<file path="src/rtl/dotp_pkg.sv">
// rtl/dotp_pkg.sv - shared sizing, state encoding and helpers for the dot-product engine
package dotp_pkg;

  function automatic int clog2(input int value);
    int r;
    r = 0;
    for (int v = value - 1; v > 0; v = v >> 1) r++;
    return r;
  endfunction

  // Wide enough that a full-depth sum of maximum products cannot overflow.
  function automatic int acc_width(input int data_width, input int addr_width);
    return 2 * data_width + addr_width + 1;
  endfunction

  localparam int DATA_WIDTH_DEF = 8;
  localparam int DEPTH_DEF      = 32;
  localparam int ADDR_WIDTH_DEF = clog2(DEPTH_DEF);
  localparam int ACC_WIDTH_DEF  = acc_width(DATA_WIDTH_DEF, ADDR_WIDTH_DEF);

  typedef enum logic [1:0] {
    IDLE  = 2'd0,
    READ  = 2'd1,
    DRAIN = 2'd2,
    DONE  = 2'd3
  } state_t;

endpackage

</file>
<file path="src/rtl/dotp_mac_unit.sv">
// rtl/dotp_mac_unit.sv - registered unsigned multiply-accumulate
module dotp_mac_unit
  import dotp_pkg::*;
#(
  parameter int DATA_WIDTH = DATA_WIDTH_DEF,
  parameter int ACC_WIDTH  = ACC_WIDTH_DEF
) (
  input  logic                  clk,
  input  logic                  rst,
  input  logic                  clr,
  input  logic                  en,
  input  logic [DATA_WIDTH-1:0] a,
  input  logic [DATA_WIDTH-1:0] b,
  output logic [ACC_WIDTH-1:0]  acc
);

  logic [ACC_WIDTH-1:0] prod;
  assign prod = ACC_WIDTH'(a) * ACC_WIDTH'(b);

  always_ff @(posedge clk or posedge rst) begin
    if (rst)      acc <= '0;
    else if (clr) acc <= '0;
    else if (en)  acc <= acc + prod;
  end

endmodule

</file>
<file path="src/rtl/dot_product_engine.sv">
// rtl/dot_product_engine.sv - sequences lockstep reads of two vector memories and
// accumulates their dot product, presented on a valid/ready result handshake
module dot_product_engine
  import dotp_pkg::*;
#(
  parameter int DATA_WIDTH = DATA_WIDTH_DEF,
  parameter int DEPTH      = DEPTH_DEF,
  parameter int ADDR_WIDTH = clog2(DEPTH),
  parameter int ACC_WIDTH  = acc_width(DATA_WIDTH, ADDR_WIDTH)
) (
  input  logic                  clk,
  input  logic                  rst,
  input  logic                  start,
  input  logic [ADDR_WIDTH:0]   len,
  output logic                  busy,
  output logic                  rd_en_a,
  output logic [ADDR_WIDTH-1:0] rd_addr_a,
  input  logic [DATA_WIDTH-1:0] dout_a,
  output logic                  rd_en_b,
  output logic [ADDR_WIDTH-1:0] rd_addr_b,
  input  logic [DATA_WIDTH-1:0] dout_b,
  output logic [ACC_WIDTH-1:0]  result,
  output logic                  result_valid,
  input  logic                  result_ready
);

  localparam logic [ADDR_WIDTH:0] DEPTH_N = (ADDR_WIDTH + 1)'(DEPTH);

  state_t                state;
  logic                  rd_en;
  logic [ADDR_WIDTH-1:0] addr;
  logic [ADDR_WIDTH:0]   nc;
  logic [ADDR_WIDTH:0]   len_clamped;
  logic                  data_valid;
  logic                  clr;
  logic [ACC_WIDTH-1:0]  acc;
  logic [ACC_WIDTH-1:0]  prod;

  assign len_clamped = (len > DEPTH_N) ? DEPTH_N : len;
  assign clr         = (state == IDLE) && start;
  assign prod        = ACC_WIDTH'(dout_a) * ACC_WIDTH'(dout_b);

  // Both ports share one enable/address register so they can never diverge.
  assign rd_en_a   = rd_en;
  assign rd_en_b   = rd_en;
  assign rd_addr_a = addr;
  assign rd_addr_b = addr;

  dotp_mac_unit #(
    .DATA_WIDTH(DATA_WIDTH),
    .ACC_WIDTH (ACC_WIDTH)
  ) u_mac (
    .clk(clk),
    .rst(rst),
    .clr(clr),
    .en (data_valid),
    .a  (dout_a),
    .b  (dout_b),
    .acc(acc)
  );

  always_ff @(posedge clk or posedge rst) begin
    if (rst) begin
      state        <= IDLE;
      busy         <= 1'b0;
      rd_en        <= 1'b0;
      addr         <= '0;
      nc           <= '0;
      data_valid   <= 1'b0;
      result       <= '0;
      result_valid <= 1'b0;
    end else begin
      data_valid <= rd_en;
      case (state)
        IDLE: begin
          if (start) begin
            nc   <= len_clamped;
            busy <= 1'b1;
            if (len_clamped == '0) begin
              result <= '0;
              state  <= DONE;
            end else begin
              rd_en <= 1'b1;
              addr  <= '0;
              state <= READ;
            end
          end
        end
        READ: begin
          if ({1'b0, addr} == nc - 1'b1) begin
            rd_en <= 1'b0;
            addr  <= '0;
            state <= DRAIN;
          end else begin
            addr <= addr + 1'b1;
          end
        end
        DRAIN: begin
          // The last element's data is on dout now; fold it in alongside the MAC.
          result       <= acc + prod;
          result_valid <= 1'b1;
          state        <= DONE;
        end
        DONE: begin
          // A zero-length run enters here with valid low and raises it one edge later.
          if (!result_valid) begin
            result_valid <= 1'b1;
          end else if (result_ready) begin
            result_valid <= 1'b0;
            busy         <= 1'b0;
            state        <= IDLE;
          end
        end
        default: state <= IDLE;
      endcase
    end
  end

endmodule

</file>
<file path="config.mk">
export PLATFORM = sky130hd
export DESIGN_NAME = dot_product_engine
export DESIGN_NICKNAME = d
export VERILOG_FILES = /design/src/rtl/dotp_pkg.sv /design/src/rtl/dotp_mac_unit.sv /design/src/rtl/dot_product_engine.sv
export SDC_FILE = /design/constraint.sdc
export NUM_CORES = 1
export LEC_CHECK = 0
export CELL_PAD_IN_SITES_DETAIL_PLACEMENT = 2
export CELL_PAD_IN_SITES_GLOBAL_PLACEMENT = 2
export CORE_ASPECT_RATIO = 0.9
export CORE_UTILIZATION = 39
export DETAILED_ROUTE_END_ITERATION = 16
export PLACE_DENSITY = 0.91
export SYNTH_ARGS = -nofsm -noshare
export SYNTH_HDL_FRONTEND = slang
export SYNTH_SLANG_ARGS = --single-unit
export TNS_END_PERCENT = 30
</file>
<file path="constraint.sdc">
create_clock -name clk -period 6.86 [get_ports clk]
set_input_delay 2.058 -clock clk [delete_from_list [all_inputs] [get_ports clk]]
set_output_delay 2.058 -clock clk [all_outputs]
set_load 0.01 [all_outputs]
</file>
-- Yosys cells after proc, flatten, opt, wreduce, memory -nomap -nowiden
Cells that the tools add are included.
- register bits: 61
- input bits: 26
- output and inout port bits: 36
- logic and storage cells: 65
- add/sub/neg operators: 3
- multiply operators: 1
- $lt $le $gt $ge: 1
- equal/unequal tests: 10
- muxes and demuxes: 27
- reductions and logical operators: 14
- operators by type and width (cell ; count):
    $mux W22 ; 4
    $pmux W22 S2 ; 1
    $add A22 B16 Y22 ; 1
    $mul A8 B8 Y16 ; 1
    $mux W5 ; 3
    $reduce_and A4 Y1 ; 3
    $mux W2 ; 5
    $ne A2 B2 Y1 const B ; 5
    $pmux W5 S2 ; 1
    $reduce_bool A2 Y1 ; 5
    $mux W1 ; 8
    $pmux W2 S4 ; 1
    $eq A5 B6 Y1 ; 1
    $gt A6 B6 Y1 const B ; 1
    $logic_not A6 Y1 ; 1
    $mux W6 ; 1
    $pmux W1 S2 ; 3
    $reduce_and A3 Y1 ; 2
    $sub A6 B1 Y6 const B ; 1
    $add A5 B1 Y5 const B ; 1
    $eq A2 B2 Y1 const B ; 2
    $eq A2 B1 Y1 const B ; 1
    $logic_not A2 Y1 ; 1
    $ne A2 B1 Y1 const B ; 1
    other kinds (2) ; 2

-- Depth between registers and ports, before layout
Gate-level depths: netlist of run 1.
- depth after elaboration: 6
- gate-level depth with buffers: 18
- gate-level depth less buffers: 17

-- By module
A second synthesis of run 1 with hierarchy kept.
- cell total of the unflattened synthesis: 983
- area, all modules: 8436.8 sq um
- modules (own cells, without submodules) (module ; times used ; cells an instance ; area each (sq um) ; sequential area each (sq um)):
    dot_product_engine ; 1 ; 531 ; 4621.9 ; 975.9
    dotp_mac_unit ; 1 ; 452 ; 3814.9 ; 550.5

-- Least setup slack after synthesis of run 1
OpenSTA, ideal clock, no wires.
- path type: in2reg
- from: input port dout_b[1]
- to: register result[21]
- library setup time: 0.121 ns
- arrival: 6.075 ns
- required time: 6.739 ns
- slack: 0.664 ns
- stages on the path: 17
- path buffers: 1
- cells stage by stage: clkbuf_1 > nand2_1 > fa_1 > inv_1 > fa_1 > fa_1 > inv_1 > fa_1 > inv_1 > ha_1 > a21o_1 > a221oi_2 > a2bb2oi_1 > o21ai_1 > nand4_1 > xnor2_1 > a22o_1
- word-level cells in the longest chain between the ends: 3
- ends and longest elaborated chain (item ; line ; RTL):
    start: declaration ; dot_product_engine.sv:21 ; input logic [DATA_WIDTH-1:0] dout_b,
    $mul A8 B8 Y16 ; dot_product_engine.sv:41 ; assign prod = ACC_WIDTH'(dout_a) * ACC_WIDTH'(dout_b);
    $add A22 B16 Y22 ; dot_product_engine.sv:100 ; result <= acc + prod;
    $pmux W22 S2 ; dot_product_engine.sv:74 ; case (state)
    end signal: assignment ; dot_product_engine.sv:100 ;
    end: declaration ; dot_product_engine.sv:22 ; output logic [ACC_WIDTH-1:0] result,
No other way between the ends.
A chain may end at the register's enable or synchronous reset.

-- Final worst setup path of run 1
- from: input port dout_a[1]
- to: register u_mac.acc[17]
- word-level cells in the longest chain between the ends: 4
- ends and longest elaborated chain (item ; line ; RTL):
    start: declaration ; dot_product_engine.sv:18 ; input logic [DATA_WIDTH-1:0] dout_a,
    $mul A8 B8 Y16 ; dotp_mac_unit.sv:18 ; assign prod = ACC_WIDTH'(a) * ACC_WIDTH'(b);
    $add A22 B16 Y22 ; dotp_mac_unit.sv:23 ; else if (en) acc <= acc + prod;
    $mux W22 ; dotp_mac_unit.sv:23 ;
    $mux W22 ; dotp_mac_unit.sv:22 ; else if (clr) acc <= '0;
    end signal: assignment ; dotp_mac_unit.sv:23 ;
    end: declaration ; dotp_mac_unit.sv:14 ; output logic [ACC_WIDTH-1:0] acc
No other way between the ends. The select of a mux whose other input is x is not followed.

==> metrics, run 1 <==
Mapped Cells=around 600; initial antenna violation count=0; register area=about 1500 sq um; R2R cell count=17; Worst-Margin Slew=roughly 1.3 ns; Slowest cell on crit path=fa_1; Worst Clk Skew=0.01026 ns; placed cells=between 800 and 900; FP Rows=40; global route overflow=0; GRT Total Usage=between 30 and 40%; Arr. time, crit path=about 7.1 ns; post-route minimum period=~6.8 ns; Placed Area=6515 sq um; H-tree depth=3; Clock Latency Late Sink=between 0.3 and 0.4 ns; max incr delay on CP=between 0.5 and 0.6 ns; Worst Setup Slack, final=0.01091 ns; cell taking the most area after synthesis=dfrtp_1; DP Worst Slack=-0.3788 ns; nets@finish=~810; # IOs=slightly above 60; Synth Area per Inst=slightly above 9 sq um; Worst path most repeated cell=fa_1; most common cell after layout, fill and taps aside=inv_1; Final Hold Viols=0; worst reg2reg endpoint=u_mac.acc[17]$_DFFE_PP0P_; r2r setup slk=around 1.9 ns; first-pass GRT wire length=35700 microns; Die Y=~110 microns; hold path cells=1; vias in the first global route=5800; Multi-input gate area=3542 sq um; top post-synthesis cells by area=dfrtp_1 28%, fa_1 18%, ha_1 11%, inv_1 7.4%, nand2_1 4.8%; crit path max fanout=5; CP bufs+invs=4; # port buffers=61; core area=around 14000 sq um; number of hold buffers added after cts=0; Area Growth Syn to Fin=26.27%; fin. max-slew vios=0; wire length per cell=between 20 and 30 microns; share of the synthesized area in the top cell type=around 28%; chip width=between 100 and 150 microns; critical path class=input port to flop; warnings from Yosys=0; # diodes=0; DR pass1 iterations=4; setup_tns=0 ns; post-synth cell types=48; Synth Net Count=721; Tcrit/Tclk final=roughly 100%; # fillers=about 1400; register bit total from synthesis=61; DRC=0; CP required=around 7 ns; Rel. slew slack=a little under an eighth; Post-DRT Antenna Nets=0; Iter 0 DRT Violations=~320; Worst Setup End Kind=flop; f_max=about 150 MHz; share of cells above drive strength 1=approximately a tenth; crit-path cells=clkdlybuf4s50_1, and2_1, fa_1, fa_1, fa_1, inv_1, fa_1, inv_1, ha_1, and3_1, a221oi_4, buf_4, a2bb2oi_2, o221ai_1, xor2_1, mux2i_1, nor2_1; Layout Cells excl Fill=880; HP Class=flop to flop; CTS Buf Count=9; CTS root buf=clkbuf_16; Finish-stage setup viols=0; clock slew seen by the registers of the worst setup and hold paths=~0.060 ns; max cap viols=0; Die Area=between 10000 and 15000 sq um; # clock sinks=61; CTS max path bufs=2; CP top delay family=adder cells; Via-to-Cell Ratio=about 5.6; origin of the critical flop-to-flop path=u_mac.acc[4]$_DFFE_PP0P_; Worst Hold End=result[16]$_DFFE_PP0P_; largest net degree at the start of global routing=62; register area share after synthesis=between 20% and 30%; Design Area, Final=slightly below 7000 sq um; placed wire-length estimate=about 15000 microns; hold path startpoint=result[16]$_DFFE_PP0P_; Post-Route WL=roughly 23000 microns; Starting Density=about 40%; Mapped Area=5497 sq um; CTS tree=done; GPL Wtd Cong=0.8145; commonest non-fill, non-tap cells in the layout=107 x inv_1, 71 x nand2_1, 61 x dfrtp_1, 50 x fa_1, 48 x clkdlybuf4s50_1; Vias=a little under 5000; outcome=complete, no violations; Worst setup SP type=input port
-- logic make-up after synthesis --
| group | after synthesis | synth area share [%] |
|---|---|---|
| and+or+nand+nor | 180 | 15.57 |
| buffers and inverters | 130 | 9.288 |
| muxes | 18 | 3.301 |
| xor gates and xnor gates | 25 | 3.984 |
| adders and majority gates | 97 | 28.91 |
| AOI/OAI and AO/OA | 87 | 11.18 |
| DFF | 61 | 27.77 |
-- cell type report --
cell class,instances,share of cell area [%]
multi-input combinational,407,51.04
sequential,61,21.99
timing repair buffer,99,13.00
inverter,108,5.841
clock buffer,13,3.750
tap,189,3.407
clock inverter,3,0.9735
-- registers in the layout (all words and copies together) (netlist names) --
signal / flops
data_valid: 1
rd_addr_a: 5
rd_en_a: 1
state: 2
busy: 1
result_valid: 1
nc: 6
result: 22
u_mac.acc: 22
-- worst max path at each step --
| stage | to | start | depth (start not counted) |
|---|---|---|---|
| 2_1_floorplan | result[21]$_DFFE_PP0P_ | dout_b[1] | 17 |
| 3_3_place_gp | result[20]$_DFFE_PP0P_ | dout_b[4] | 18 |
| 3_5_place_dp | result[18]$_DFFE_PP0P_ | dout_b[4] | 18 |
| 4_1_cts | result[20]$_DFFE_PP0P_ | dout_b[7] | 18 |
| 5_1_grt | u_mac.acc[15]$_DFFE_PP0P_ | dout_a[1] | 17 |
| 6_report | u_mac.acc[17]$_DFFE_PP0P_ | dout_a[1] | 17 |
-- metrics by stage --
stage                     hold slack (ns)  utilization, %
final                              0.5250           51.17
after global routing               0.5322           51.17
after CTS                          0.5244           50.66
after detailed placement           0.5038           48.04
after global placement             0.4602           48.04
after floorplan                    0.4655               -
-- timing repair --
item                                    CTS  global route
buffers inserted                          1             1
resized for setup                        13            13
endpoints found under the setup margin   15            20
pin swaps                                 1             7
-- layer usage --
layer	global-route usage, %	routed length (microns)	up-vias
met3	5.374	869	62
met5	0	0	-
met2	61.76	12460	171
li1	-	-	2098
met4	12.14	799	0
met1	39.42	9279	2562
-- cell usage after synthesis (all sizes together) --
master / n
a221oi: 1
and3: 4
nand3b: 6
nor3b: 1
o21ai: 27
inv: 108
o21a: 1
and2: 38
a31o: 1
a2bb2oi: 2
nand2b: 1
nor2: 35
o221ai: 1
fa: 50
xor2: 10
clkbuf: 14
or2: 1
buf: 8
dfrtp: 61
ha: 47
mux2i: 17
o32a: 1
a21oi: 17
nor2b: 2
nor4: 2
a211oi: 2
o31a: 3
a31oi: 3
nand2: 72
o31ai: 3
a21o: 5
a22o: 15
o41ai: 2
a311oi: 1
nand3: 9
nand4: 7
xnor2: 15
o22ai: 1
nor3: 2
mux2: 1
a32oi: 1
Power of run 1 is left out: the tool's default activity adds up to more than one toggle a clock period on the data nets, which glitch-free logic cannot reach.
==> run 2: changes to the inputs <==
--- a/config.mk
+++ b/config.mk
@@ -5,12 +5,14 @@
 export SDC_FILE = /design/constraint.sdc
 export NUM_CORES = 1
 export LEC_CHECK = 0
+export CAP_MARGIN = 15
 export CELL_PAD_IN_SITES_DETAIL_PLACEMENT = 2
 export CELL_PAD_IN_SITES_GLOBAL_PLACEMENT = 2
 export CORE_ASPECT_RATIO = 0.9
 export CORE_UTILIZATION = 39
 export DETAILED_ROUTE_END_ITERATION = 16
 export PLACE_DENSITY = 0.91
+export SLEW_MARGIN = 10
 export SYNTH_ARGS = -nofsm -noshare
 export SYNTH_HDL_FRONTEND = slang
 export SYNTH_SLANG_ARGS = --single-unit
==> run 2 against run 1 <==
  * Final area up 0.50%
  * Routed wire length up 5.6%
  * Die area unchanged
  * Fmax up 1.2%
  * Via count up 3.1%
  * Utilization up 0.26 points
  * Flip-flop and latch count unchanged
  * Clock skew up 0.0063 ns
  * Critical path depth up 1
  * Sequential share of layout area down 0.092 points
  * Cell count up 0.23%
  * Register-to-register slack better by 0.04 ns
  * Largest cell class unchanged
==> metrics, run 2 (same netlist as run 1, synthesis figures left out) <==
CP required=7.13 ns (about the same); HP Class=flop to flop; placed wire-length estimate=15210 microns (unchanged); clock slew seen by the registers of the worst setup and hold paths=0.07 ns (about the same); origin of the critical flop-to-flop path=u_mac.acc[6]$_DFFE_PP0P_; f_max=147.7 MHz (+1.2%); Top Registers=result x22, u_mac.acc x22, nc x6; Clock Latency Late Sink=0.35 ns (about the same); CTS root buf=clkbuf_16; DRC=0 (unchanged); global route overflow=0 (unchanged); Worst Hold End=result[9]$_DFFE_PP0P_; crit-path cells=clkdlybuf4s50_1, nand2_1, fa_1, inv_1, fa_1, fa_1, inv_1, fa_1, inv_1, ha_4, a21o_1, a221oi_4, buf_4, o21ai_0, o22ai_1, xnor2_1, mux2i_1, nor2_1; Vias=5045 (+3.1%); worst reg2reg endpoint=u_mac.acc[15]$_DFFE_PP0P_; CTS tree=done; # clock sinks=61 (unchanged); post-layout util=51.43% (+0.26 points); chip width=127.1 microns (unchanged); Worst Setup End Kind=flop; Worst setup SP type=input port; share of cells above drive strength 1=11.40% (+1.1 points); # IOs=62 (unchanged); GPL Wtd Cong=0.8145 (unchanged); Arr. time, crit path=7.04 ns (-0.07 ns); r2r setup slk=1.98 ns (+0.04 ns); Worst Clk Skew=0.01657 ns (+0.006312 ns); largest net degree at the start of global routing=62 (unchanged); wire length per cell=28.01 microns (+5.3%); core area=13560 sq um (unchanged); Worst path most repeated cell=fa_1; most common cell after layout, fill and taps aside=inv_1; H-tree depth=3 (unchanged); Final Hold Viols=0 (unchanged); number of hold buffers added after cts=0 (unchanged); # diodes=0 (unchanged); max incr delay on CP=0.59 ns (+0.03 ns); hold path cells=1 (unchanged); # fillers=1419 (+0.21%); CTS max path bufs=2 (unchanged); Slowest cell on crit path=clkdlybuf4s50_1; Via-to-Cell Ratio=5.720 (+2.9%); CP top delay family=adder cells; commonest non-fill, non-tap cells in the layout=107 x inv_1, 70 x nand2_1, 60 x dfrtp_1, 50 x fa_1, 46 x clkdlybuf4s50_1; critical path class=input port to flop; Tcrit/Tclk final=98.67% (-1.2 points); Rel. slew slack=38.81% (+27 points); Worst-Margin Slew=0.9168 ns (-0.4088 ns); Post-Route WL=24710 microns (+5.6%); Die Area=14570 sq um (unchanged); nets@finish=811 (+0.25%); Area Growth Syn to Fin=26.91%; post-route minimum period=6.769 ns (-0.08040 ns); CTS Buf Count=9 (unchanged); FP Rows=40 (unchanged); Finish-stage setup viols=0 (unchanged); vias in the first global route=5800 (unchanged); Starting Density=40.53% (unchanged); first-pass GRT wire length=35700 microns (unchanged); CP bufs+invs=5 (+1); GRT Total Usage=33.52% (unchanged); Die Y=114.6 microns (unchanged); DR pass1 iterations=5 (+1); initial antenna violation count=0 (unchanged); max cap viols=0 (unchanged); Post-DRT Antenna Nets=0 (unchanged); Iter 0 DRT Violations=249 (-22%); hold path startpoint=result[9]$_DFFE_PP0P_; R2R cell count=17 (unchanged); crit path max fanout=4 (-1); # port buffers=61 (unchanged); outcome=complete, no violations; fin. max-slew vios=0 (unchanged)
## run 2: worst max-delay path by stage
stage | to | startpoint | cells after the start
final | u_mac.acc[15]$_DFFE_PP0P_ | dout_a[7] | 18
after global routing | u_mac.acc[17]$_DFFE_PP0P_ | dout_a[7] | 18
after CTS | result[20]$_DFFE_PP0P_ | dout_b[7] | 18
after detailed placement | result[18]$_DFFE_PP0P_ | dout_b[4] | 18
after global placement | result[20]$_DFFE_PP0P_ | dout_b[4] | 18
after floorplan | result[21]$_DFFE_PP0P_ | dout_b[1] | 17
## run 2: layout make-up
type	instances	area, sq um	area share, %
flip-flops and latches	61	1528	21.90
clock inverters	3	67.56	0.9686
multi-input cells	407	3556	50.98
well taps	189	236.5	3.390
clock buffers	13	260.3	3.731
repair buffers	101	922.1	13.22
inverters	108	405.4	5.812
## run 2: worst reg2reg max path, stage by stage, from the launching register on
cell      delay (ns)
dfrtp_1         0.37
inv_1           0.08
fa_1            0.54
inv_1           0.06
fa_1            0.53
inv_1           0.06
fa_1            0.48
fa_1            0.56
inv_1           0.05
ha_1            0.38
and3_1          0.24
a221oi_4        0.30
buf_4           0.21
o21ai_0         0.13
o22ai_1         0.25
xnor2_1         0.25
mux2i_1         0.15
nor2_1          0.16
## run 2: metrics by stage
| stage | TNS [ns] | hold slack, ns | setup WS [ns] | instances | instance area (sq um) |
|---|---|---|---|---|---|
| floorplan | 0 | 0.4655 | 0.6638 | 598 | 5497 |
| global placement | -0.3692 | 0.4602 | -0.1076 | 862 | 6515 |
| detailed placement | -4.695 | 0.5038 | -0.3788 | 862 | 6515 |
| CTS | -0.07476 | 0.5244 | -0.04070 | 879 | 6872 |
| global route | -0.06870 | 0.5313 | -0.03371 | 882 | 6975 |
| finish | 0 | 0.5232 | 0.09130 | 882 | 6975 |
## run 2: routing by layer
| layer | global-route usage [%] | routed length [microns] | vias to the layer above |
|---|---|---|---|
| li1 | - | - | 2100 |
| met1 | 39.42 | 9780 | 2652 |
| met2 | 61.76 | 12760 | 197 |
| met3 | 5.374 | 906 | 96 |
| met4 | 12.14 | 1259 | 0 |
| met5 | 0 | 0 | - |
## run 2: repair_timing
item,CTS,global route
buffers inserted,1,3
endpoints found under the setup margin,15,18
pin swaps,1,6
gates resized for setup,13,19
gates cloned,0,0
Power of run 2 is left out for the same reason.
==> run 3: changes to the inputs <==
--- a/config.mk
+++ b/config.mk
@@ -11,6 +11,7 @@
 export CORE_ASPECT_RATIO = 0.9
 export CORE_UTILIZATION = 39
 export DETAILED_ROUTE_END_ITERATION = 16
+export GPL_TIMING_DRIVEN = 0
 export PLACE_DENSITY = 0.91
 export SLEW_MARGIN = 10
 export SYNTH_ARGS = -nofsm -noshare
==> run 3 against run 2 <==
  * Setup slack better by 0.037 ns
  * Flip-flop and latch count unchanged
  * Die area is the same
  * Non-clock buffer count fell by 20
  * Cell count shrank 2.3%
==> metrics, run 3 (same netlist as run 1, synthesis figures left out) <==
Via-to-Cell Ratio=5.430 (-5.1%); DRC=0 (unchanged); Finish-stage setup viols=0 (unchanged); DR pass1 iterations=4 (-1); # port buffers=59 (-3.3%); HP Class=flop to flop; R2R cell count=16 (-1); worst reg2reg endpoint=result[15]$_DFFE_PP0P_; post-route minimum period=6.732 ns (-0.03711 ns); setup_tns=0 ns (unchanged); nets@finish=791 (-2.5%); crit-path cells=dlygate4sd2_1, nand2_1, fa_1, inv_1, fa_1, fa_1, inv_1, fa_1, inv_1, ha_1, a21o_1, a221oi_4, o21ai_0, o22ai_1, xnor2_1, nand2_1, o21ai_0; Top Registers=result x22, u_mac.acc x22, nc x6; number of hold buffers added after cts=0 (unchanged); fin. max-slew vios=0 (unchanged); FP Rows=40 (unchanged); Post-DRT Antenna Nets=0 (unchanged); H-tree depth=3 (unchanged); Worst path most repeated cell=fa_1; core area=13560 sq um (unchanged); CP top delay family=adder cells; CTS root buf=clkbuf_16; first-pass GRT wire length=31180 microns (-13%); # diodes=0 (unchanged); most common cell after layout, fill and taps aside=inv_1; Tcrit/Tclk final=98.13% (-0.54 points); # IOs=62 (unchanged); Worst setup SP type=input port; outcome=complete, no violations; Post-Route WL=19740 microns (-20%); CP bufs+invs=4 (-1); critical path class=input port to flop; clock slew seen by the registers of the worst setup and hold paths=0.05 ns (-0.02 ns); commonest non-fill, non-tap cells in the layout=107 x inv_1, 71 x nand2_1, 61 x dfrtp_1, 50 x fa_1, 47 x ha_1; Iter 0 DRT Violations=171 (-31%); f_max=148.6 MHz (+0.55%); # clock sinks=61 (unchanged); Clock Latency Late Sink=0.34 ns (about the same); RSZ-0062 raised after global routing=no; Final Hold Viols=0 (unchanged); GPL Wtd Cong=0.8382 (+2.9%); Worst Hold End=result[3]$_DFFE_PP0P_; Rel. slew slack=38.93% (+0.12 points); CTS tree=done; Vias=4681 (-7.2%); CTS max path bufs=2 (unchanged); chip width=127.1 microns (unchanged); Arr. time, crit path=6.97 ns (-0.07 ns); vias in the first global route=5529 (-4.7%); origin of the critical flop-to-flop path=u_mac.acc[7]$_DFFE_PP0P_; Die Y=114.6 microns (unchanged); max incr delay on CP=0.58 ns (about the same); wire length per cell=22.90 microns (-18%); Worst-Margin Slew=0.9161 ns (-0.0007472 ns); max cap viols=0 (unchanged); initial antenna violation count=0 (unchanged); Slowest cell on crit path=fa_1; hold path cells=2 (+1); placed wire-length estimate=14300 microns (-5.9%); GRT Total Usage=28.81% (-4.7 points); Die Area=14570 sq um (unchanged); global route overflow=0 (unchanged); CP required=7.10 ns (-0.03 ns); Area Growth Syn to Fin=20.76%; crit path max fanout=8 (+4); share of cells above drive strength 1=5.349% (-6.1 points); r2r setup slk=1.93 ns (-0.05 ns); Worst Setup End Kind=flop; CTS Buf Count=9 (unchanged); Starting Density=40.53% (unchanged); hold path startpoint=result[3]$_DFFE_PP0P_; largest net degree at the start of global routing=62 (unchanged); Worst Clk Skew=0.01016 ns (-0.006405 ns)
-- run 3: timing repair --
item / 4_1_cts / 5_1_grt
pin swaps: 0 / 2
buffers inserted: 0 / 0
setup endpoints to repair: 19 / 7
resized for setup: 20 / 7
-- run 3: final cells by class --
type,count,area [sq um]
Buffer,22,105.1
Clock buffer,12,256.5
Clock inverter,4,22.52
Fill cell,1472,6925
Inverter,108,407.9
Multi-Input combinational cell,407,3516
Sequential cell,61,1526
Tap cell,189,236.5
Timing Repair Buffer,59,566.8
-- run 3: through the flow --
stage / setup slack [ns] / util [%] / hold slack (ns) / cells / area (sq um)
after floorplan: 0.6638 / - / 0.4655 / 598 / 5497
after detailed placement: -0.5337 / 46.64 / 0.4955 / 846 / 6326
after global placement: -0.3119 / 46.62 / 0.4619 / 846 / 6324
after global routing: 0.004044 / 48.94 / 0.5177 / 862 / 6638
after CTS: 0.1375 / 48.84 / 0.5077 / 862 / 6624
final: 0.1284 / 48.94 / 0.5088 / 862 / 6638
-- run 3: layer usage --
layer	track usage (%)	vias to the layer above	share of wire, %
li1	-	2057	-
met1	33.23	2461	40
met2	53.88	115	55
met3	4.299	48	2.9
met4	10.87	0	2.8
met5	0	-	0
-- run 3: worst max path at each step --
stage | endpoint | slack, ns | cells past startpoint | startpoint
after floorplan | result[21]$_DFFE_PP0P_ | 0.66 | 17 | dout_b[1]
after global placement | result[21]$_DFFE_PP0P_ | -0.31 | 17 | dout_a[0]
after detailed placement | u_mac.acc[17]$_DFFE_PP0P_ | -0.53 | 17 | dout_a[1]
after CTS | u_mac.acc[18]$_DFFE_PP0P_ | 0.14 | 17 | dout_a[1]
after global routing | u_mac.acc[21]$_DFFE_PP0P_ | 0.004 | 17 | dout_b[7]
final | result[15]$_DFFE_PP0P_ | 0.13 | 17 | dout_a[6]
-- run 3: worst min-delay path, cell delays in order (launching register included) --
cell and delay [ns]:
dfrtp_1 0.36, nand2_1 0.05, o21ai_0 0.06
Power of run 3 is left out for the same reason.
